[src/rtl/map_reader.sv]
// Streams a snapshot of a square cell map out one cell per handshake, in row-major order.
// The cell outputs come straight from registers, so a stalled consumer always sees stable values.
module map_reader #(
   parameter  int unsigned map_width = 8,
   localparam int unsigned CW        = (map_width > 1) ? $clog2(map_width) : 1
) (
   input  logic                             clk_i,
   input  logic                             rst_ni,
   input  logic                             start_i,
   input  logic                             abort_i,
   input  logic [map_width*map_width-1:0]   state_in_i,
   output logic                             cell_valid_o,
   input  logic                             cell_ready_i,
   output logic                             cell_alive_o,
   output logic [CW-1:0]                    cell_x_o,
   output logic [CW-1:0]                    cell_y_o,
   output logic                             cell_last_o,
   output logic                             busy_o,
   output logic                             done_o
);

   localparam int unsigned NCELL = map_width * map_width;
   localparam int unsigned IW    = (NCELL > 1) ? $clog2(NCELL) : 1;
   localparam logic [IW-1:0] LAST_IDX = IW'(NCELL - 1);
   localparam logic [CW-1:0] XMAX     = CW'(map_width - 1);

   typedef enum logic [1:0] {IDLE, STREAM, DONE} state_t;

   state_t           state_q;
   logic [NCELL-1:0] snap_q;
   logic [IW-1:0]    idx_q, idx_d;
   logic [CW-1:0]    x_q, x_d, y_q, y_d;
   logic             valid_q, alive_q, alive_d, last_q, last_d, busy_q, done_q;
   logic             xfer;

   assign xfer = valid_q && cell_ready_i;

   // Coordinates of the following cell, used when the current one is accepted.
   always_comb begin
      idx_d   = idx_q + 1'b1;
      x_d     = x_q + 1'b1;
      y_d     = y_q;
      if (x_q == XMAX) begin
         x_d = '0;
         y_d = y_q + 1'b1;
      end
      alive_d = snap_q[idx_d];
      last_d  = (idx_d == LAST_IDX);
   end

   always_ff @(posedge clk_i or negedge rst_ni) begin
      if (!rst_ni) begin
         state_q <= IDLE;
         snap_q  <= '0;
         idx_q   <= '0;
         x_q     <= '0;
         y_q     <= '0;
         valid_q <= 1'b0;
         alive_q <= 1'b0;
         last_q  <= 1'b0;
         busy_q  <= 1'b0;
         done_q  <= 1'b0;
      end else begin
         case (state_q)
            IDLE: begin
               done_q <= 1'b0;
               if (start_i) begin
                  snap_q  <= state_in_i;
                  idx_q   <= '0;
                  x_q     <= '0;
                  y_q     <= '0;
                  valid_q <= 1'b1;
                  alive_q <= state_in_i[0];
                  last_q  <= (LAST_IDX == '0);
                  busy_q  <= 1'b1;
                  state_q <= STREAM;
               end
            end
            STREAM: begin
               // Abort wins over a transfer in the same cycle.
               if (abort_i || (xfer && last_q)) begin
                  idx_q   <= '0;
                  x_q     <= '0;
                  y_q     <= '0;
                  valid_q <= 1'b0;
                  alive_q <= 1'b0;
                  last_q  <= 1'b0;
                  busy_q  <= !abort_i;
                  done_q  <= !abort_i;
                  state_q <= abort_i ? IDLE : DONE;
               end else if (xfer) begin
                  idx_q   <= idx_d;
                  x_q     <= x_d;
                  y_q     <= y_d;
                  alive_q <= alive_d;
                  last_q  <= last_d;
               end
            end
            DONE: begin
               done_q  <= 1'b0;
               busy_q  <= 1'b0;
               state_q <= IDLE;
            end
            default: state_q <= IDLE;
         endcase
      end
   end

   assign cell_valid_o = valid_q;
   assign cell_alive_o = alive_q;
   assign cell_x_o     = x_q;
   assign cell_y_o     = y_q;
   assign cell_last_o  = last_q;
   assign busy_o       = busy_q;
   assign done_o       = done_q;

endmodule

[config.mk]
export PLATFORM = sky130hd
export DESIGN_NAME = map_reader
export DESIGN_NICKNAME = d
export VERILOG_FILES = /design/src/rtl/map_reader.sv
export SDC_FILE = /design/constraint.sdc
export NUM_CORES = 1
export LEC_CHECK = 0
export CORE_MARGIN = 4
export CORE_UTILIZATION = 56
export CTS_CLUSTER_SIZE = 8
export DETAILED_ROUTE_END_ITERATION = 10
export GPL_TIMING_DRIVEN = 0
export PLACE_DENSITY = 0.93
export SLEW_MARGIN = 20
export SYNTH_ARGS = -nofsm -noshare
export SYNTH_HDL_FRONTEND = slang
export SYNTH_SLANG_ARGS = --single-unit
[constraint.sdc]
create_clock -name clk_i -period 5.6 [get_ports clk_i]
set_input_delay 1.68 -clock clk_i [delete_from_list [all_inputs] [get_ports clk_i]]
set_output_delay 1.68 -clock clk_i [all_outputs]
set_load 0.01 [all_outputs]
**Yosys cells after proc, flatten, opt, wreduce, memory -nomap -nowiden**

Cells that the tools add are included.

- Order comparisons: 1
- Equal/unequal tests: 8
- Add/sub/neg operators: 3
- Multiplexer cells: 33
- Reduce and logical (&&, ||, !) cells: 16

Operator list:

| cell | count |
|---|---|
| 3-bit two-way mux | 7 |
| 6-bit two-way mux | 3 |
| 3-bit one-hot mux with 2 select lines | 2 |
| 6-bit one-hot mux with 2 select lines | 1 |
| 1-bit two-way mux | 10 |
| 3-bit AND reduction | 3 |
| 1-bit one-hot mux with 2 select lines | 4 |
| 6-bit by 7-bit < comparator with 1-bit output (second input constant) | 1 |
| 3-bit by 1-bit adder with 3-bit output (second input constant) | 2 |
| 6-bit by 1-bit adder with 6-bit output (second input constant) | 1 |
| 1-bit binary-select mux with 6-bit select | 1 |
| 6-bit == test (second input constant) | 1 |
| 2-bit two-way mux | 3 |
| 3-bit inequality test (second input constant) | 2 |
| 2-bit AND reduction | 3 |
| 2-bit inequality test (second input constant) | 2 |
| 2-bit one-hot mux with 2 select lines | 1 |
| 4-bit AND reduction | 1 |
| 2-bit nonzero test | 2 |
| 3-bit == test (second input constant) | 1 |
| 1-bit one-hot mux with 3 select lines | 1 |
| 3-bit nonzero test | 1 |
| 2-bit by 1-bit == test with 1-bit output (second input constant) | 1 |
| 2-bit == test (second input constant) | 1 |
| 5 further kinds | 6 |

- Input bits: 69
- Output and inout bits: 11
- Bits in registers: 83
- Word-level logic and storage cells: 71

**Depth between registers and ports, before layout**

Gate-level depths: netlist (run 1).

- Depth after elaboration: 6
- Gate-level depth with buffers: 11
- Mapped depth without buffers: 8

**Worst setup path after synthesis (run 1)**

Ideal clock, no wire load.

- Path type: input-to-reg
- From: in start_i
- To: reg snap_q[30]
- Arrival: 2.825 ns
- Setup slack: 2.650 ns
- Cell stages on the path: 4
- Setup time: 0.125 ns
- Path through: nor3b_1 -> buf_2 -> buf_2 -> mux2_2

- Word-level cells in the longest chain between the ends: 1

Ends and longest elaborated chain:

| item | RTL line | RTL |
|---|---|---|
| start, declared | 9 | `input logic start_i,` |
| 2-bit AND reduction (no source line) | n/a |  |
| end signal, assigned | 68 | `snap_q <= state_in_i;` |
| end, declared | 30 | `logic [NCELL-1:0] snap_q;` |

No other way between the ends.
A chain may end at the register's enable or synchronous reset.

**Worst setup path in the final report (run 1)**

- From: in start_i
- To: reg snap_q[42]

Same word-level chain as after synthesis.

==> qor.csv, run 1 <==
stage,metric,value,unit
logic_synthesis,synth_area_leader_cell,dfrtp_1,
clock_tree,cts_tree,yes,
floorplan,num_rows,30,
layout,layout_commonest_cell,dfrtp_1,
clock_tree,clock_latency,0.35,ns
global_routing,grt_pass1_wl,13.7,mm
floorplan,fp.coreArea,6870,sq um
layout,n_antenna_cell,0,
logic_synthesis,syn_nets,348,
power,p_int,0.00118,W
power,power.density,312,nW/um^2
detailed_routing,drt_first_pass_iters,4,
clock_tree,clk_pin_slew,0.08,ns
clock_tree,cts_setup_buffers,0,
logic_synthesis,synth_xor_area_share,2.71,%
logic_synthesis,yosysTopAreaCellShare,51.8,%
power,p_leak,2.15,nW
layout,area_growth,28.1,%
worst_setup_path,crit_chain,clkdlybuf4s50_1 > nor3b_1 > buf_2 > buf_2 > mux2_2,
clock_tree,clockRootBuffer,clkbuf_8,
worst_setup_path,cp_max_fo,10,
power,power_frac_seq,48.1,%
clock_tree,cts_made_buffers,9,
logic_synthesis,synth.area.top_cells,"dfrtp_1, mux2_2, mux4_2, mux4_1, nand2_1",
sta,rsz0062_at_grt,false,
sta,slew_violations,0,
detailed_routing,num_vias,2585,
sta,setup_viol,0,
logic_synthesis,synth_edf_count,0,
layout,final_layout_size_suffix_gt1_share,30.1,%
logic_synthesis,yosysWarnings,0,
layout,nNetsFinal,439,
global_routing,track_usage,20.8,%
worst_hold_path,hold_class,flop to flop,
power,clkPwrFrac,26.1,%
logic_synthesis,yosysSeqAreaShare,51.8,%
clock_tree,ctsHoldBuffers,0,
worst_setup_path,cp_slowest_cell,nor3b_1,
sta,hold_viol_final,0,
sta,max_freq,279,MHz
logic_synthesis,syn_area_per_cell,14.6,sq um
logic_synthesis,ys_seq_elements,83,
clock_tree,cts-resized-gates,0,
worst_hold_path,min-delay-start,snap_q[62],
sta,finalCriticalPeriod,3.58,ns
layout,final_cell_mix,"dfrtp_1, clkdlybuf4s50_1, mux2_2",
clock_tree,clk_path_buf_depth,2,
sta,fin_tns_setup,0,ns
detailed_routing,wl,8.16,mm
worst_setup_path,critPathMaxStageDelay,0.54,ns
worst_setup_path,timing.setup.critical_path_class,input port to flop,
power,power_frac_comb,25.8,%
worst_setup_path,r2r-start,idx_q[0],
clock_tree,cts.sinks,83,
logic_synthesis,synthMuxAreaShare,28.0,%
power,p_sw_share,26.3,%
floorplan,die_x,92.6,um
placed_design,post-place-cells,450,
power,switchingPower,0.000422,W
detailed_routing,drt-wirelength-per-cell,17.5,um
sta,slew_headroom,55.4,%
detailed_routing,vias_per_cell,5.56,
floorplan,io_pins,80,
detailed_routing,drc,0,
worst_setup_path,crit_start,start_i,
floorplan,initial_core_util,58.4,%
worst_setup_path,crit_arrival,3.81,ns
worst_setup_path,end_kind,flop,
floorplan,die_area,8580,sq um
clock_tree,htreeDepth,3,
sta,finClkSkew,0.00788,ns
sta,tightest_slew,0.666,ns
placed_design,portBuffers,79,
logic_synthesis,netlist_area,4010,sq um
power,peakVddDrop,201,uV
logic_synthesis,ys_types,48,
global_routing,grt-ovfl-total,0,
logic_synthesis,synth-adder-area-share,1.56,%
power,total_power,0.00161,W
global_routing,antenna_found_initial,0,
global_routing,grt_pass1_vias,2809,
logic_synthesis,synth_top_family_by_area,multiplexers,
logic_synthesis,synth-async-reset-ratio,100,%
placed_design,gp_congestion,0.853,
outcome,status,"complete, no violations",
logic_synthesis,synth_ff_type,dfrtp_1,
sta,fin_crit_sh,64.0,%
floorplan,dieHeight,92.6,um
detailed_routing,postRouteAntennaNets,0,
worst_setup_path,worst_setup_path_start_kind,input port,
placed_design,hpwl,6.18,mm
logic_synthesis,synth-compound-area-share,5.15,%
layout,final_cells,465,
flow_run,cap_viol_max_count,0,
global_routing,grt_max_degree,53,
logic_synthesis,synth-simple-area-share,6.65,%
worst_setup_path,required,5.83,ns
worst_setup_path,crit_top_cell,buf_2,
logic_synthesis,synthCells,274,
detailed_routing,drtIter0Drc,143,
[sequential cells by signal, indices dropped and copies added, names as in the netlist]
register      count
busy_o            1
cell_alive_o      1
cell_last_o       1
cell_valid_o      1
cell_x_o          3
cell_y_o          3
done_o            1
idx_q             6
snap_q           64
state_q           2
[metrics by stage]
step | cell area (sq um) | util [%] | setup slack (ns) | hold WS (ns)
CTS | 5140 | 74.8 | 2.05 | 0.485
detailed placement | 4950 | 72.0 | 1.71 | 0.468
floorplan | 4010 | - | 2.65 | 0.449
global route | 5140 | 74.8 | 2.00 | 0.501
global placement | 4920 | 71.6 | 0.0183 | 0.453
finish | 5140 | 74.8 | 2.02 | 0.481
[power by group through the flow]
| stage | clock network, W | registers [W] | logic (W) |
|---|---|---|---|
| detailed placement | 0 | 0.000784 | 0.000418 |
| finish | 0.000419 | 0.000773 | 0.000414 |
| floorplan | 0 | 0.000765 | 0.000282 |
| global route | 0.000454 | 0.000787 | 0.000448 |
| global placement | 0 | 0.000776 | 0.000400 |
| CTS | 0.000427 | 0.000773 | 0.000420 |
[worst max-delay path, delay by kind of cell]
family / cells / cell delay, ns
mux: 1 / 0.37
simple gates: 1 / 0.54
buf+inv: 3 / 1.22
[synth_stat cells, types with 4 or more instances]
cell and n:
dfrtp_1 83, mux2_2 60, nand2_1 23, mux4_2 12, nor2_1 8, o21ai_1 8, buf_6 5, ha_1 5
mux4_1 5, buf_2 4, clkbuf_1 4, inv_1 4, mux2_1 4, nand4_1 4
[final timing paths]
check	to	slack, ns	cells after the start
worst max-delay path	snap_q[42]	2.02	5
worst min-delay path	snap_q[62]	0.48	1
worst min register to register	snap_q[62]	0.48	1
worst max register to register	cell_alive_o	3.07	11
max in group asynchronous	idx_q[4]	3.73	2
min in group asynchronous	snap_q[2]	1.27	1
[final cells by class]
cell class | instances | area (sq um)
Buffer | 16 | 151
Clock inverter | 5 | 53.8
Timing Repair Buffer | 80 | 816
Tap cell | 96 | 120
Multi-Input combinational cell | 171 | 1770
Fill cell | 450 | 1730
Clock buffer | 10 | 138
Inverter | 4 | 15.0
Sequential cell | 83 | 2080
[logic make-up after synthesis]
kind of cell / count (synthesis)
AOI/OAI and AO/OA: 27
xor gates and xnor gates: 6
adders and majority gates: 5
buffers and inverters: 20
DFF: 83
muxes: 81
and+or+nand+nor: 52
[metal layers]
layer  up-vias  part of all wire [%]  track usage [%]
met1      1308                    41             26.3
met3         8                   6.7             6.34
met5         -                     0                0
met4         0                  0.72             5.13
li1       1194                     -                -
met2        75                    52             35.2
Power figures use the tool's default switching activity.
==> inputs of run 2 (changes only) <==
--- a/config.mk
+++ b/config.mk
@@ -6,11 +6,11 @@
 export NUM_CORES = 1
 export LEC_CHECK = 0
 export CORE_MARGIN = 4
-export CORE_UTILIZATION = 56
+export CORE_UTILIZATION = 52
 export CTS_CLUSTER_SIZE = 8
 export DETAILED_ROUTE_END_ITERATION = 10
 export GPL_TIMING_DRIVEN = 0
-export PLACE_DENSITY = 0.93
+export PLACE_DENSITY = 0.87
 export SLEW_MARGIN = 20
 export SYNTH_ARGS = -nofsm -noshare
 export SYNTH_HDL_FRONTEND = slang
==> constraint.sdc (replaced) <==
create_clock -name clk_i -period 3.5 [get_ports clk_i]
set_input_delay 1.05 -clock clk_i [delete_from_list [all_inputs] [get_ports clk_i]]
set_output_delay 1.05 -clock clk_i [all_outputs]
set_load 0.01 [all_outputs]
==> run 2 against run 1 <==
Compared with the run above:
- final cell count is 0.86% higher
- worst setup slack lost 1.5 ns
- critical path depth unchanged
- sequential share of layout area down 0.20 points
- wire length grew 2.9%
- die area is 7.0% higher
- count of clock-buffer cells in the layout increased by 2
- register-to-register slack worse by 2.1 ns
- total power rose by 64%
==> qor.csv, run 2 (synthesis results as in run 1) <==
stage,metric,value,unit,change
outcome,status,"complete, no violations",,
flow_run,cap_viol_max_count,0,,unchanged
clock_tree,clockRootBuffer,clkbuf_8,,
floorplan,die_x,95.8,um,+3.4%
worst_setup_path,required,3.75,ns,-2.08 ns
sta,rsz0062_at_grt,false,,
layout,layout_commonest_cell,dfrtp_1,,
worst_setup_path,crit_chain,clkdlybuf4s50_1 > nor3b_1 > buf_2 > buf_2 > mux2_2,,
layout,area_growth,28.7,%,
clock_tree,cts_made_buffers,9,,unchanged
placed_design,portBuffers,79,,unchanged
worst_setup_path,timing.setup.critical_path_class,input port to flop,,
detailed_routing,top_layer_used,met4,,
detailed_routing,vias_per_cell,5.46,,-1.8%
power,power.density,509,nW/um^2,+63%
sta,tightest_slew,0.675,ns,+0.00848 ns
sta,fin_crit_sh,86.3,%,
clock_tree,clock_latency,0.36,ns,about the same
worst_hold_path,whs_path_depth,1,,unchanged
worst_setup_path,end_kind,flop,,
sta,finClkSkew,0.00617,ns,-0.00171 ns
floorplan,initial_core_util,54.4,%,-4.0 points
power,p_leak,2.16,nW,+0.30%
detailed_routing,dr_wl_met3,424,um,-22%
layout,reg_top3,"snap_q: 64 flops, idx_q: 6 flops",,
worst_setup_path,rrSetupSlack,0.96,ns,-2.11 ns
floorplan,fp.coreArea,7370,sq um,+7.3%
clock_tree,cts.sinks,83,,unchanged
sta,slew_violations,0,,unchanged
floorplan,io_pins,80,,unchanged
worst_setup_path,r2r-start,idx_q[0],,
clock_tree,clk_pin_slew,0.08,ns,about the same
layout,multi_input_area,1770,sq um,unchanged
detailed_routing,drtIter0Drc,135,,-5.6%
layout,n_antenna_cell,0,,unchanged
global_routing,grt_max_degree,62,,+17%
floorplan,die_area,9180,sq um,+7.0%
clock_tree,cts_tree,yes,,
clock_tree,clk_path_buf_depth,2,,unchanged
layout,nNetsFinal,439,,unchanged
clock_tree,cts_setup_buffers,0,,unchanged
detailed_routing,drc,0,,unchanged
sta,max_freq,331,MHz,
worst_setup_path,critPathMaxStageDelay,0.59,ns,+0.05 ns
global_routing,antenna_found_initial,0,,unchanged
clock_tree,cts-resized-gates,0,,unchanged
detailed_routing,num_vias,2561,,-0.93%
detailed_routing,postRouteAntennaNets,0,,unchanged
detailed_routing,drt-wirelength-per-cell,17.9,um,+2.0%
global_routing,grt-ovfl-total,0,,unchanged
sta,hold-worst-slack,0.480,ns,-0.00179 ns
worst_setup_path,reg2regPathDepth,11,,unchanged
global_routing,grt_pass1_vias,2808,,-0.036%
worst_hold_path,worstHoldEndpoint,cell_y_o[2],,
placed_design,gp_congestion,0.869,,+1.9%
clock_tree,htreeDepth,3,,unchanged
worst_hold_path,hold_class,flop to flop,,
floorplan,num_rows,31,,+3.3%
detailed_routing,wl,8.39,mm,+2.9%
power,peakVddDrop,257,uV,+28%
sta,finalCriticalPeriod,3.02,ns,
layout,fillCellCount,515,,+14%
sta,slew_headroom,54.9,%,-0.51 points
clock_tree,ctsHoldBuffers,0,,unchanged
detailed_routing,drt_first_pass_iters,4,,unchanged
worst_setup_path,crit_top_cell,buf_2,,
global_routing,grt_pass1_wl,13.8,mm,+0.66%
worst_setup_path,timing.rr.end,cell_alive_o,,
floorplan,dieHeight,95.8,um,+3.4%
layout,top_register,snap_q,,
sta,hold_viol_final,0,,unchanged
sta,fin_tns_setup,0,ns,unchanged
worst_setup_path,cp_max_fo,10,,unchanged
worst_setup_path,crit_buf_inv,3,,unchanged
placed_design,hpwl,6.27,mm,+1.5%
worst_hold_path,min-delay-start,cell_y_o[2],,
global_routing,track_usage,20.3,%,-0.49 points
detailed_routing,m1WireLength,3.54,mm,+5.9%
worst_setup_path,crit_arrival,3.27,ns,-0.54 ns
layout,design_area,5160,sq um,+0.49%
detailed_routing,wl_met2,4.24,mm,+0.88%
worst_setup_path,worst_setup_path_start_kind,input port,,
worst_setup_path,crit_family,buffers and inverters,,
layout,final_cell_mix,"dfrtp_1, clkdlybuf4s50_1, mux2_2",,
sta,setup_viol,0,,unchanged
worst_setup_path,cp_slowest_cell,nor3b_1,,
placed_design,place_area,4950,sq um,about the same
layout,final_layout_size_suffix_gt1_share,30.3,%,+0.19 points
layout,largest_reg_flops,64,,unchanged
layout,register_area,2080,sq um,unchanged
==> run 2: cell types whose count changed in the layout (fill, tap and decap cells not counted), sizes merged <==
cell,before,now
clkinv,4,2
clkbuf,14,16
clkinvlp,0,1
==> run 2: how the worst max path moves through the flow <==
stage               slack (ns)  cells past startpoint     endpoint    start
floorplan                 1.18                      4   snap_q[30]  start_i
global placement         -1.39                      1  cell_y_o[0]   rst_ni
detailed placement        0.18                      5   snap_q[45]  start_i
CTS                       0.56                      5   snap_q[45]  start_i
global route              0.44                      5   snap_q[45]  start_i
finish                    0.48                      5   snap_q[45]  start_i
==> run 2: report_power, final <==
part	internal (W)	switching, W	total (W)	leakage [nW]
registers	0.00114	0.0000969	0.00124	1.00
logic	0.000410	0.000255	0.000665	1.05
clock network	0.000386	0.000337	0.000723	0.108
==> run 2: area by class of cell <==
| cell class | count | area share, % |
|---|---|---|
| Multi-Input combinational cell | 171 | 34.2 |
| Tap cell | 99 | 2.40 |
| Clock inverter | 4 | 0.921 |
| Inverter | 4 | 0.291 |
| Buffer | 16 | 2.93 |
| Clock buffer | 12 | 3.20 |
| Timing Repair Buffer | 80 | 15.8 |
| Sequential cell | 83 | 40.2 |
==> run 2: per-layer routing <==
layer,global-route usage (%),vias to the layer above
met4,9.12,0
met1,25.6,1288
met2,34.1,71
met5,0,-
met3,3.83,16
li1,-,1186
==> run 2: metrics by stage <==
stage               total power [W]  worst slack, ns  cells  util (%)
floorplan                   0.00168             1.18    274         -
global placement            0.00188            -1.39    452      66.8
CTS                         0.00265            0.557    469      70.1
detailed placement          0.00193            0.177    453      67.2
finish                      0.00263            0.480    469      70.1
global route                0.00276            0.438    469      70.1
==> inputs of run 3 (changes only) <==
--- a/config.mk
+++ b/config.mk
@@ -6,11 +6,12 @@
 export NUM_CORES = 1
 export LEC_CHECK = 0
 export CORE_MARGIN = 4
-export CORE_UTILIZATION = 52
+export CORE_UTILIZATION = 53
+export CTS_BUF_LIST = sky130_fd_sc_hd__clkbuf_8
 export CTS_CLUSTER_SIZE = 8
 export DETAILED_ROUTE_END_ITERATION = 10
 export GPL_TIMING_DRIVEN = 0
-export PLACE_DENSITY = 0.87
+export PLACE_DENSITY = 0.89
 export SLEW_MARGIN = 20
 export SYNTH_ARGS = -nofsm -noshare
 export SYNTH_HDL_FRONTEND = slang
==> run 3 against run 2 <==
Compared with the run above:
- core utilization rose by 0.69 points
- total power is 0.65% higher
- count of clock-buffer cells in the layout decreased by 3
- sequential share of layout area barely moved
- critical path type unchanged
- fmax is 0.40% higher
- critical path depth unchanged
- global-route usage shrank 0.15 points
- sequential power about the same
- non-clock buffer count unchanged
- final cell count did not move
- final area is essentially flat
==> qor.csv, run 3 (synthesis results as in run 1) <==
stage,metric,value,unit,change
outcome,status,"complete, no violations",,
detailed_routing,vias_per_cell,5.56,,+1.9%
layout,final_layout_size_suffix_gt1_share,30.3,%,unchanged
global_routing,grt_max_degree,53,,-15%
worst_setup_path,timing.setup.critical_path_class,input port to flop,,
floorplan,die_area,9020,sq um,-1.7%
detailed_routing,postRouteAntennaNets,0,,unchanged
worst_setup_path,end_kind,flop,,
global_routing,track_usage,20.2,%,-0.15 points
sta,finalCriticalPeriod,3.01,ns,-0.0121 ns
sta,finClkSkew,0.00730,ns,+0.00113 ns
clock_tree,cts-resized-gates,0,,unchanged
power,p_leak,2.16,nW,about the same
clock_tree,clk_path_buf_depth,2,,unchanged
clock_tree,htreeDepth,3,,unchanged
sta,slew_violations,0,,unchanged
detailed_routing,wl,8.22,mm,-2.1%
placed_design,portBuffers,79,,unchanged
layout,final_cells,469,,unchanged
floorplan,initial_core_util,55.0,%,+0.58 points
global_routing,grt_pass1_wl,13.7,mm,-0.55%
placed_design,hpwl,6.14,mm,-2.1%
floorplan,fp.coreArea,7290,sq um,-1.1%
layout,reg_top3,"snap_q: 64 flops, idx_q: 6 flops",,
floorplan,io_pins,80,,unchanged
floorplan,num_rows,31,,unchanged
clock_tree,cts_tree,yes,,
sta,hold-worst-slack,0.475,ns,-0.00422 ns
global_routing,antenna_found_initial,0,,unchanged
global_routing,grt-ovfl-total,0,,unchanged
placed_design,gp_congestion,0.839,,-3.4%
detailed_routing,num_vias,2609,,+1.9%
layout,area_growth,28.6,%,about the same
global_routing,grt_pass1_vias,2832,,+0.85%
clock_tree,clock_latency,0.35,ns,about the same
detailed_routing,drc,0,,unchanged
clock_tree,clk_pin_slew,0.08,ns,about the same
placed_design,post-place-cells,453,,unchanged
detailed_routing,drt-wirelength-per-cell,17.5,um,-2.1%
sta,hold_viol_final,0,,unchanged
floorplan,dieHeight,95.0,um,-0.87%
clock_tree,cts_made_buffers,9,,unchanged
worst_setup_path,required,3.74,ns,about the same
sta,tightest_slew,0.704,ns,+0.0297 ns
sta,setup_viol,0,,unchanged
worst_setup_path,cp_max_fo,10,,unchanged
layout,top_register,snap_q,,
sta,rsz0062_at_grt,false,,
worst_setup_path,crit_arrival,3.25,ns,-0.02 ns
worst_hold_path,hold_class,flop to flop,,
layout,n_antenna_cell,0,,unchanged
detailed_routing,drtIter0Drc,109,,-19%
flow_run,cap_viol_max_count,0,,unchanged
clock_tree,cts_setup_buffers,0,,unchanged
sta,fin_crit_sh,85.9,%,-0.35 points
clock_tree,clockRootBuffer,clkbuf_8,,
layout,post-route-util,70.7,%,+0.69 points
clock_tree,ctsHoldBuffers,0,,unchanged
clock_tree,cts.sinks,83,,unchanged
sta,fin_tns_setup,0,ns,unchanged
layout,largest_reg_flops,64,,unchanged
detailed_routing,drt_first_pass_iters,4,,unchanged
sta,slew_headroom,52.9,%,-2.0 points
power,power.density,512,nW/um^2,+0.73%
worst_setup_path,worst_setup_path_start_kind,input port,,
layout,nNetsFinal,439,,unchanged
layout,layout_commonest_cell,dfrtp_1,,
power,peakVddDrop,267,uV,+3.8%
layout,final_cell_mix,"dfrtp_1, clkdlybuf4s50_1, mux2_2",,
floorplan,die_x,95.0,um,-0.87%
sta,max_freq,332,MHz,+0.40%
## run 3: metrics by stage
step	instance area, sq um	worst slack (ns)	total power, W
after floorplan	4010	1.18	0.00168
after global placement	4920	-1.46	0.00189
after detailed placement	4940	0.129	0.00192
after CTS	5160	0.493	0.00266
after global routing	5160	0.408	0.00277
final	5160	0.492	0.00264
## run 3: per-layer routing
metal	track usage [%]	vias to the layer above	share of wire, %
li1	-	1190	-
met1	26.1	1339	42
met2	33.6	70	52
met3	4.38	10	5.0
met4	7.21	0	1.4
met5	0	-	0
## run 3: worst paths after layout
kind                              from           end  slack (ns)  depth (start not counted)
max                            start_i    snap_q[45]        0.49                          5
min                        cell_y_o[2]   cell_y_o[2]        0.48                          1
max reg2reg                   idx_q[0]  cell_alive_o        0.94                         11
min reg2reg                cell_y_o[2]   cell_y_o[2]        0.48                          1
max in group asynchronous       rst_ni    snap_q[49]        2.16                          2
min in group asynchronous       rst_ni    snap_q[38]        0.73                          1
## run 3: report_power, final
group | internal, W | switching, W
clock | 0.000400 | 0.000347
combinational | 0.000409 | 0.000250
sequential | 0.00114 | 0.0000961
## run 3: layout make-up
type	instances	area (sq um)
clock buffers	9	124
clock inverters	7	92.6
fillers	527	2130
repair buffers	80	808
flip-flops and latches	83	2080
well taps	99	124
inverters	4	15.0
multi-input cells	171	1770
plain buffers	16	151
## run 3: critical path, cell delays in order
cell	delay, ns
clkdlybuf4s50_1	0.51
nor3b_1	0.61
buf_2	0.40
buf_2	0.31
mux2_2	0.36
